--- src/rtl/calc_pkg.sv ---
// Shared constants for the calculator display path.
// State encoding and packed-BCD digit width.
package calc_pkg;

  localparam logic [1:0] ST_IDLE  = 2'd0;
  localparam logic [1:0] ST_SHIFT = 2'd1;
  localparam logic [1:0] ST_DONE  = 2'd2;

  localparam int BCD_W = 4;

endpackage

--- src/rtl/bcd_seq_converter_add3.sv ---
// Double-dabble correction cell for one BCD digit.
// Adds 3 when the digit is 5 or more, so the next shift carries correctly.
module bcd_seq_converter_add3
  import calc_pkg::*;
(
  input  logic [BCD_W-1:0] digit_i,
  output logic [BCD_W-1:0] digit_o
);

  // Digit correction ahead of the shift.
  always_comb begin
    digit_o = digit_i;
    if (digit_i >= BCD_W'(5)) begin
      digit_o = digit_i + BCD_W'(3);
    end
  end

endmodule

--- src/rtl/bcd_seq_converter.sv ---
// Sequential binary-to-BCD converter (shift-and-add-3).
// One bit per clock; start/busy/done handshake.
module bcd_seq_converter
  import calc_pkg::*;
#(
  parameter int BIN_W  = 16,
  parameter int DIGITS = 5
) (
  input  logic                    clk,
  input  logic                    rst,
  input  logic                    start,
  input  logic [BIN_W-1:0]        bin_in,
  output logic                    busy,
  output logic                    done,
  output logic [BCD_W*DIGITS-1:0] bcd_out
);

  localparam int BCD_TOT = BCD_W * DIGITS;
  localparam int CNT_W   = $clog2(BIN_W + 1);

  // 10^D > 2^B  <=>  D*log2(10) > B; scaled integer compare.
  localparam longint LHS = longint'(DIGITS) * 64'd3321928;
  localparam longint RHS = longint'(BIN_W) * 64'd1000000;

  if (BIN_W < 2) begin : g_bad_bin_w
    $error("bcd_seq_converter: BIN_W must be at least 2");
  end

  if (LHS <= RHS) begin : g_bad_digits
    $error("bcd_seq_converter: DIGITS too small for BIN_W");
  end

  logic [1:0]         state_q, state_d;
  logic [CNT_W-1:0]   cnt_q, cnt_d;
  logic [BIN_W-1:0]   bin_q, bin_d;
  logic [BCD_TOT-1:0] w_q, w_d;
  logic [BCD_TOT-1:0] bcd_q, bcd_d;

  logic [BCD_TOT-1:0] w_corr;
  logic [BCD_TOT-1:0] w_shift;
  logic [BIN_W-1:0]   bin_shift;
  logic               load;
  logic               unused_w_msb;

  for (genvar i = 0; i < DIGITS; i++) begin : g_add3
    bcd_seq_converter_add3 u_add3 (
      .digit_i (w_q[i*BCD_W +: BCD_W]),
      .digit_o (w_corr[i*BCD_W +: BCD_W])
    );
  end

  // The corrected MSB is shifted out; it is always zero for legal sizing.
  assign unused_w_msb = w_corr[BCD_TOT-1];
  assign w_shift      = {w_corr[BCD_TOT-2:0], bin_q[BIN_W-1]};
  assign bin_shift    = {bin_q[BIN_W-2:0], 1'b0};

  // Next-state, datapath and output-register update.
  always_comb begin
    state_d = state_q;
    cnt_d   = cnt_q;
    bin_d   = bin_q;
    w_d     = w_q;
    bcd_d   = bcd_q;
    load    = 1'b0;
    unique case (state_q)
      ST_IDLE: begin
        load = start;
      end
      ST_SHIFT: begin
        bin_d = bin_shift;
        w_d   = w_shift;
        cnt_d = cnt_q - CNT_W'(1);
        if (cnt_q == CNT_W'(1)) begin
          state_d = ST_DONE;
          bcd_d   = w_shift;
        end
      end
      ST_DONE: begin
        state_d = ST_IDLE;
        load    = start;
      end
      default: begin
        state_d = ST_IDLE;
      end
    endcase
    if (load) begin
      state_d = ST_SHIFT;
      bin_d   = bin_in;
      w_d     = '0;
      cnt_d   = CNT_W'(BIN_W);
    end
  end

  // State and datapath registers with synchronous reset.
  always_ff @(posedge clk) begin
    if (rst) begin
      state_q <= ST_IDLE;
      cnt_q   <= '0;
      bin_q   <= '0;
      w_q     <= '0;
      bcd_q   <= '0;
    end else begin
      state_q <= state_d;
      cnt_q   <= cnt_d;
      bin_q   <= bin_d;
      w_q     <= w_d;
      bcd_q   <= bcd_d;
    end
  end

  assign busy    = (state_q == ST_SHIFT);
  assign done    = (state_q == ST_DONE);
  assign bcd_out = bcd_q;

endmodule

--- config.mk ---
export PLATFORM = sky130hd
export DESIGN_NAME = bcd_seq_converter
export DESIGN_NICKNAME = d
export VERILOG_FILES = /design/src/rtl/calc_pkg.sv /design/src/rtl/bcd_seq_converter_add3.sv /design/src/rtl/bcd_seq_converter.sv
export SDC_FILE = /design/constraint.sdc
export NUM_CORES = 1
export LEC_CHECK = 0
export ABC_AREA = 1
export BUFFER_PORTS_ARGS = -buffer_cell sky130_fd_sc_hd__buf_4
export CAP_MARGIN = 20
export CORE_AREA = 2 2 73 103
export CTS_CLUSTER_DIAMETER = 100
export DETAILED_ROUTE_END_ITERATION = 10
export DIE_AREA = 0 0 75 105
export GPL_TIMING_DRIVEN = 0
export PLACE_DENSITY = 0.76
export SETUP_SLACK_MARGIN = 0.2
export SLEW_MARGIN = 20
export SYNTH_ARGS = -nofsm -noshare
export SYNTH_HDL_FRONTEND = slang
export SYNTH_SLANG_ARGS = --single-unit
--- constraint.sdc ---
create_clock -name clk -period 1.6 [get_ports clk]
set_clock_uncertainty 0.1 [all_clocks]
set_input_delay 0.4 -clock clk [delete_from_list [all_inputs] [get_ports clk]]
set_output_delay 0.4 -clock clk [all_outputs]
set_load 0.01 [all_outputs]
==> run_results.csv, run 1 <==
group,metric,value,unit
outcome,status,"finished clean",
pwr,power_frac_comb,20.2,%
logic_synthesis,syn_inst,471,
placed_design,gp_congestion,0.907,
sta,setup_viol,0,
sta,holdWs,188,ps
floorplanning,die_area,7880,um^2
clock_tree,cts_buffer_depth,2,
logic_synthesis,syn-num-nets,502,
detailed_routing,drc,0,
cells_and_area,multiInputGateArea,1810,um^2
detailed_routing,wirelength,9350,um
clock_tree,clk_pin_slew,70,ps
sta,slew_headroom,61.6,%
pwr,leakage,2.12,nW
detailed_routing,dr.pass1.iters,7,
cells_and_area,fillers,584,
flow_run,max_cap_viol_count,0,
floorplanning,rows,36,
grt,track_usage,22.9,%
sta,period_share,94.7,%
detailed_routing,ant_nets,0,
logic_synthesis,synth_compound_area_share,12.8,%
pwr,switching_power,1.13,mW
placed_design,hpwlAfterDp,5510,um
sta,fmax,660,MHz
cells_and_area,final_layout_size_suffix_gt1_share,34.7,%
placed_design,port_buffers,39,
sta,final_max_slew_viol_count,0,
grt,grt_pass1_wl,13900,um
grt,grt_max_degree,11,
grt,grt_pass1_vias,3095,
critical_path,critPathRequiredTime,1100,ps
logic_synthesis,synthXorXnorAreaFrac,0,%
sta,rsz0062_at_grt,"yes",
pwr,power.internal,2.80,mW
logic_synthesis,yosysSeqAreaShare,39.4,%
grt,grt-ovfl-total,0,
logic_synthesis,synthAdderAreaFrac,4.69,%
pwr,p_per_area,881,nW/um^2
detailed_routing,wl_per_cell,14.5,um
min_path,hp-class,"input port to flop",
pwr,p_seq_share,44.3,%
floorplanning,core_area,6890,um^2
sta,worstMarginPinSlew,576,ps
clock_tree,cts_buffers,9,
pwr,ir_worst_vdd,0.619,mV
cells_and_area,layout.cells.non_filler,646,
logic_synthesis,avgSynthCellArea,6.79,um^2
pwr,clock_power_share,35.5,%
clock_tree,root_buffer,"clkbuf_8",
critical_path,cp.arrival,1020,ps
floorplanning,ios,41,
clock_tree,clk_latency,340,ps
critical_path,start_kind,"flop",
sta,hold_viol,0,
detailed_routing,viasPerCell,5.08,
clock_tree,cts_tree,"built",
grt,antenna_found_initial,0,
cells_and_area,antenna_cells,0,
detailed_routing,drt-initial-drc-count,288,
critical_path,worstSetupPathType,"flop to output port",
logic_synthesis,synth-simple-area-share,31.0,%
logic_synthesis,synth_top_family_by_area,"simple AND/OR/NAND/NOR gates",
logic_synthesis,synth_area,3200,um^2
cells_and_area,fin_nets,578,
placed_design,dpl.cell_count,605,
clock_tree,clock_sinks,63,
sta,setup-tns-final,0,ps
sta,period_minus_slack,1520,ps
critical_path,crit_path_end_kind,"output port",
floorplanning,die_h,105,um
floorplanning,dieWidth,75,um
detailed_routing,vias,3283,
cells_and_area,area_growth,39.4,%
critical_path,cp_max_fo,2,
floorplanning,initial_core_util,46.4,%
logic_synthesis,synth.area.mux_share,0,%
pwr,switching_share,28.8,%
logic_synthesis,synth.distinct_cells,24,
logic_synthesis,ys_ff_latch,63,
cells_and_area,ff_latch_area,1280,um^2
clock_tree,h-tree-depth,3,
logic_synthesis,yosysWarnings,0,
[worst max-delay path, cell delays in order, from the launching register on]
cell	delay (ps)
dfxtp_2	350
inv_4	50
nor2_8	80
buf_8	100
buf_6	90
[flip-flops by register name, indices dropped and copies added (netlist names)]
register	cells
state_q	2
w_q	20
bin_q	16
cnt_q	5
bcd_out	20
[placed cells by master (no fill, tap or decap), types with 8 or more instances in the layout]
cell       n
nand2_1   82
a21oi_1   27
dfxtp_1   54
a21oi_2   11
buf_6     11
nand2_2   22
clkbuf_8  11
nand4_1   11
nor2_1    51
buf_4     56
ha_1       8
inv_2     12
o21ai_0   28
nand3_1   27
inv_1     60
[what timing repair did]
action | CTS | global route
endpoints found under the setup margin | 36 | 60
pin swaps | 7 | 14
hold buffers | 0 | 0
endpoints found under the hold margin | 0 | 0
resized for setup | 43 | 92
gates cloned | 3 | 2
setup buffers | 13 | 8
[metal layers]
metal	wire, um	track usage (%)	up-vias
li1	-	-	1632
met5	0	0	-
met4	352	9.82	0
met3	550	5.40	30
met2	5080	41.7	115
met1	3370	24.0	1506
[cells by family after synthesis]
| group | count (synthesis) |
|---|---|
| buffers and inverters | 93 |
| flip-flops | 63 |
| AND/OR/NAND/NOR | 227 |
| AO/OA/AOI/OAI | 76 |
| adder cells (fa/ha/maj) | 12 |
[stage by stage]
| stage | instance area (um^2) | utilization [%] | setup WS, ps | total power, mW |
|---|---|---|---|---|
| finish | 4460 | 64.7 | 84.4 | 3.93 |
| global route | 4460 | 64.7 | 37.9 | 4.13 |
| CTS | 4080 | 59.2 | 36.3 | 3.81 |
| detailed placement | 3610 | 52.4 | -34.0 | 2.35 |
| global placement | 3610 | 52.4 | 0.913 | 2.33 |
| floorplan | 3200 | - | 201 | 2.17 |
[cell type report]
type,count,share of cell area [%]
flip-flops and latches,63,28.6
clock buffers,12,3.48
plain buffers,17,3.68
repair buffers,65,13.3
clock inverters,3,0.954
inverters,76,6.68
well taps,95,2.67
multi-input cells,315,40.6
[Yosys cell counts]
cell type,count,area share (%)
nor2_1,61,7.2
o211ai_1,6,1.4
ha_1,12,4.7
nand3_4,1,0.55
nand3_1,33,5.2
nand2_1,106,12
nand4_1,11,2.2
a211oi_2,1,0.39
nor2_2,1,0.20
a21oi_2,2,0.55
buf_2,9,1.4
nor2_8,1,0.63
buf_6,2,0.70
dfxtp_1,63,39
a21oi_1,36,5.6
nand2_2,5,0.98
inv_2,2,0.23
o21ai_1,1,0.16
o21ai_0,30,4.7
clkbuf_1,3,0.35
or2_2,7,1.4
nor2_4,1,0.35
inv_1,74,8.7
buf_4,3,0.70
[worst paths after layout]
path	slack, ps	cells past startpoint	endpoint	from
max reg2reg	120	9	bcd_out[16]	cnt_q[1]
max	80	4	busy	state_q[0]
min	190	3	bin_q[0]	bin_in[0]
min reg2reg	380	2	bcd_out[3]	bcd_out[3]
[power groups by stage]
stage / Sequential, mW / Clock (mW) / Combinational, mW
final: 1.74 / 1.39 / 0.795
after global routing: 1.75 / 1.50 / 0.879
after CTS: 1.73 / 1.42 / 0.656
after detailed placement: 1.76 / 0 / 0.588
after global placement: 1.76 / 0 / 0.573
after floorplan: 1.75 / 0 / 0.423
Power figures use the tool's default switching activity.
==> run 2, diff against run 1 <==
- PLACE_DENSITY: 0.76 -> 0.75
- SYNTH_HIERARCHICAL: unset -> 1
==> run_results.csv, run 2 <==
group,metric,value,unit
placed_design,gp_congestion,0.812,
cells_and_area,antenna_cells,0,
sta,setup_ws,-25.1,ps
outcome,status,"finished with violations",
detailed_routing,viasPerCell,4.99,
critical_path,cp.arrival,1130,ps
logic_synthesis,syn_inst,441,
grt,grt_max_degree,11,
placed_design,dpl_cell_area,3560,um^2
sta,rsz0062_at_grt,"yes",
critical_path,slowest_stage,"dfxtp_4",
pwr,power,3.65,mW
critical_path,cp_slowest_stage_delay,370,ps
floorplanning,die_area,7880,um^2
cells_and_area,final_layout_size_suffix_gt1_share,40.3,%
critical_path,crit_path_end_kind,"output port",
sta,final_max_slew_viol_count,0,
grt,gr-max-usage-layer,"met2",
placed_design,port_buffers,40,
clock_tree,clk_latency,340,ps
floorplanning,core_area,6890,um^2
logic_synthesis,synth_area,3140,um^2
sta,worstMarginPinSlew,528,ps
cells_and_area,fin_nets,544,
pwr,leakage,1.81,nW
grt,grt-ovfl-total,0,
grt,use_met3,4.92,%
sta,period_share,102,%
floorplanning,ios,41,
clock_tree,h-tree-depth,3,
cells_and_area,final_cell_mix,"nor2_1 (83), nand2_1 (64), buf_4 (54), dfxtp_1 (50), o21ai_0 (30)",
detailed_routing,vias,3046,
detailed_routing,drc,0,
cells_and_area,postLayoutCellArea,4300,um^2
grt,grtUsageMet1,21.4,%
min_path,hp-class,"input port to flop",
critical_path,worstSetupPathType,"flop to output port",
grt,track_usage,19.9,%
detailed_routing,wl_per_cell,12.8,um
pwr,p_per_area,848,nW/um^2
detailed_routing,ant_nets,0,
sta,fmax,615,MHz
cells_and_area,multiInputGateArea,1870,um^2
grt,grt_pass1_wl,12400,um
clock_tree,root_buffer,"clkbuf_8",
detailed_routing,wirelength,7790,um
logic_synthesis,syn-num-nets,472,
critical_path,cp_max_fo,2,
grt,grt_use_met2,35.9,%
logic_synthesis,yosysWarnings,6,
sta,period_minus_slack,1630,ps
grt,grt_pass1_vias,2984,
critical_path,cp_cell_sequence,"nor2_4 -> buf_6 -> buf_8 -> buf_6",
pwr,ir_worst_vdd,0.654,mV
clock_tree,cts_tree,"built",
sta,slew_headroom,64.8,%
sta,hold_viol,0,
flow_run,max_cap_viol_count,0,
clock_tree,clock_sinks,63,
critical_path,cp_common_cell,"buf_6",
cells_and_area,fillers,602,
outcome,violations,"negative setup slack",
floorplanning,dieWidth,75,um
cells_and_area,ff_latch_area,1290,um^2
clock_tree,cts_buffers,9,
clock_tree,cts_buffer_depth,2,
cells_and_area,area_growth,37.1,%
sta,setup_viol,2,
floorplanning,die_h,105,um
logic_synthesis,avgSynthCellArea,7.12,um^2
critical_path,critPathRequiredTime,1100,ps
detailed_routing,dr.pass1.iters,4,
floorplanning,rows,36,
clock_tree,clk_pin_slew,70,ps
critical_path,start_kind,"flop",
placed_design,hpwlAfterDp,4980,um
floorplanning,initial_core_util,45.6,%
grt,antenna_found_initial,0,
detailed_routing,drt-initial-drc-count,126,
cells_and_area,layout_commonest_cell,"nor2_1",
## run 2: cell count changes in the layout (fill, tap and decap cells not counted), moves of 6 or more
cell,change
inv_2,+7
inv_1,-35
nor2_4,+8
nand4_1,-10
ha_1,-7
o21ai_2,+6
ha_4,+8
nand2_1,-18
o211ai_1,+6
nand3_2,-6
nand3_1,-16
nor2_1,+32
## run 2: worst paths after layout
check,from,end,slack [ps],cells after the start
worst max-delay path,state_q[1],busy,-30,4
worst min-delay path,rst,state_q[0],130,2
worst max register to register,state_q[0],bcd_out[11],140,8
worst min register to register,bcd_out[17],bcd_out[17],370,2
## run 2: through the flow
stage / util, % / setup slack, ps / setup TNS (ps) / std cells / hold WS, ps
after floorplan: - / 211 / 0 / 441 / 349
after global placement: 51.7 / -63.9 / -63.9 / 576 / 360
after detailed placement: 51.7 / -75.6 / -75.6 / 576 / 372
after CTS: 57.3 / -14.8 / -14.8 / 602 / 124
after global routing: 62.5 / -52.7 / -96.7 / 611 / 129
final: 62.5 / -25.1 / -31.8 / 611 / 130
## run 2: where the power goes
part	switching [mW]	internal, mW
registers	0.0820	1.66
logic	0.441	0.353
clock network	0.570	0.541
## run 2: repair_timing
action	in CTS	in global routing
setup buffers	11	6
hold buffers	0	0
resized for setup	62	85
endpoints found under the setup margin	33	57
gates cloned	1	3
pin swaps	24	48
## run 2: area by class of cell
cell class / instances / area share, %
inverters: 51 / 4.85
clock buffers: 12 / 3.14
multi-input cells: 308 / 43.5
plain buffers: 19 / 3.87
clock inverters: 2 / 0.233
flip-flops and latches: 63 / 30.1
repair buffers: 61 / 11.6
well taps: 95 / 2.76
## run 2: critical path, delay by kind of cell (launching register included)
family,cells,cell delay (ps)
and+or+nand+nor,1,130
DFF,1,370
buffers and inverters,3,290
## run 2: per-layer routing
metal  routed length [um]  up-vias
met1                 3180     1429
met2                 4130       71
met4                  182        0
met3                  292       18
met5                    0        -
li1                     -     1528
==> run 3, diff against run 2 <==
- REMOVE_ABC_BUFFERS: unset -> 1
- SETUP_SLACK_MARGIN: 0.2 -> unset
==> run_results.csv, run 3 (synthesis gave the netlist of run 2 again) <==
group,metric,value,unit
floorplanning,die_area,7880,um^2
critical_path,critPathRequiredTime,1100,ps
critical_path,crit_path_end_kind,"output port",
cells_and_area,layout_commonest_cell,"nor2_1",
flow_run,max_cap_viol_count,0,
clock_tree,clk_latency,350,ps
clock_tree,cts_buffers,9,
placed_design,dpl.cell_count,558,
sta,hold_viol,0,
detailed_routing,drt-initial-drc-count,84,
grt,grt_pass1_wl,11700,um
detailed_routing,wl_met2,3350,um
sta,rsz0062_at_grt,"yes",
detailed_routing,wl_met3,307,um
cells_and_area,ff_latch_area,1280,um^2
floorplanning,dieWidth,75,um
floorplanning,rows,36,
detailed_routing,wl_met1,2990,um
grt,antenna_found_initial,0,
detailed_routing,routed.top_layer,"met4",
cells_and_area,final_cell_mix,"nor2_1 (86), nand2_1 (78), dfxtp_1 (53), buf_4 (43), inv_1 (39)",
sta,worstMarginPinSlew,386,ps
critical_path,start_kind,"flop",
pwr,p_per_area,958,nW/um^2
critical_path,cp_max_fo,5,
placed_design,dp_slack,-666,ps
placed_design,port_buffers,40,
critical_path,cp.arrival,1080,ps
floorplanning,ios,41,
detailed_routing,ant_nets,0,
grt,track_usage,19.0,%
clock_tree,clock_sinks,63,
floorplanning,core_area,6890,um^2
floorplanning,die_h,105,um
grt,grt-ovfl-total,0,
pwr,leakage,1.62,nW
detailed_routing,vias,2834,
grt,grt_max_degree,38,
sta,period_minus_slack,1580,ps
pwr,ir_worst_vdd,0.561,mV
cells_and_area,multiInputGateArea,1650,um^2
sta,setup_ws,16.9,ps
sta,holdWs,143,ps
cells_and_area,fillers,653,
detailed_routing,drc,0,
clock_tree,cts_tree,"built",
sta,slew_headroom,74.3,%
clock_tree,cts_hold_repair.buffers,0,
sta,final_max_slew_viol_count,0,
sta,setup-tns-final,0,ps
placed_design,hpwlAfterDp,4150,um
cells_and_area,fin_nets,516,
min_path,hp-class,"input port to flop",
critical_path,slowest_stage,"dfxtp_4",
detailed_routing,wl_per_cell,11.7,um
cells_and_area,area_growth,22.9,%
cells_and_area,antenna_cells,0,
critical_path,cp_cell_sequence,"inv_2 -> nor2_4 -> buf_6",
detailed_routing,wirelength,6830,um
outcome,status,"finished clean",
clock_tree,root_buffer,"clkbuf_8",
floorplanning,initial_core_util,45.6,%
clock_tree,clk_pin_slew,60,ps
sta,fmax,632,MHz
clock_tree,cts_buffer_depth,2,
grt,grt_pass1_vias,2679,
cells_and_area,layout.cells.non_filler,583,
detailed_routing,viasPerCell,4.86,
pwr,power,3.70,mW
detailed_routing,dr.pass1.iters,4,
cells_and_area,final_core_util,56.0,%
critical_path,worstSetupPathType,"flop to output port",
sta,setup_viol,0,
placed_design,gp_congestion,0.752,
cells_and_area,postLayoutCellArea,3860,um^2
critical_path,cp_slowest_stage_delay,350,ps
cells_and_area,final_layout_size_suffix_gt1_share,27.5,%
placed_design,dpl_cell_area,3490,um^2
clock_tree,h-tree-depth,3,
sta,period_share,98.9,%
## run 3: final cells by class
type | count | area share, %
multi-input combinational | 310 | 42.8
sequential | 63 | 33.2
timing repair buffer | 48 | 10.7
inverter | 51 | 5.12
clock buffer | 10 | 3.57
tap | 95 | 3.08
clock inverter | 4 | 1.23
timing repair inverter | 2 | 0.324
## run 3: path summary, 6_finish.rpt
kind              cells after the start   startpoint          end  slack, ps
setup / recovery                      3   state_q[0]         busy         20
hold / removal                        2          rst   state_q[0]        140
setup reg to reg                     11       w_q[5]   bcd_out[6]         90
hold reg to reg                       2  bcd_out[14]  bcd_out[14]        370
## run 3: critical path: cells and delay by family, from the launching register on
kind | cells | cell delay (ps)
buffers and inverters | 2 | 190
flip-flops | 1 | 350
AND/OR/NAND/NOR | 1 | 200
## run 3: per-layer routing
| layer | GRT usage [%] | up-vias |
|---|---|---|
| met5 | 0 | - |
| met4 | 9.57 | 0 |
| met3 | 4.73 | 15 |
| met2 | 31.1 | 63 |
| met1 | 22.4 | 1274 |
| li1 | - | 1482 |
## run 3: power by group
group	switching [mW]	internal (mW)
logic	0.372	0.246
clock network	0.601	0.738
registers	0.0710	1.67
## run 3: timing repair
item	CTS	global route
gates cloned	4	0
buffers inserted	4	3
endpoints found under the setup margin	57	32
pin swaps	3	8
gates resized for setup	14	19
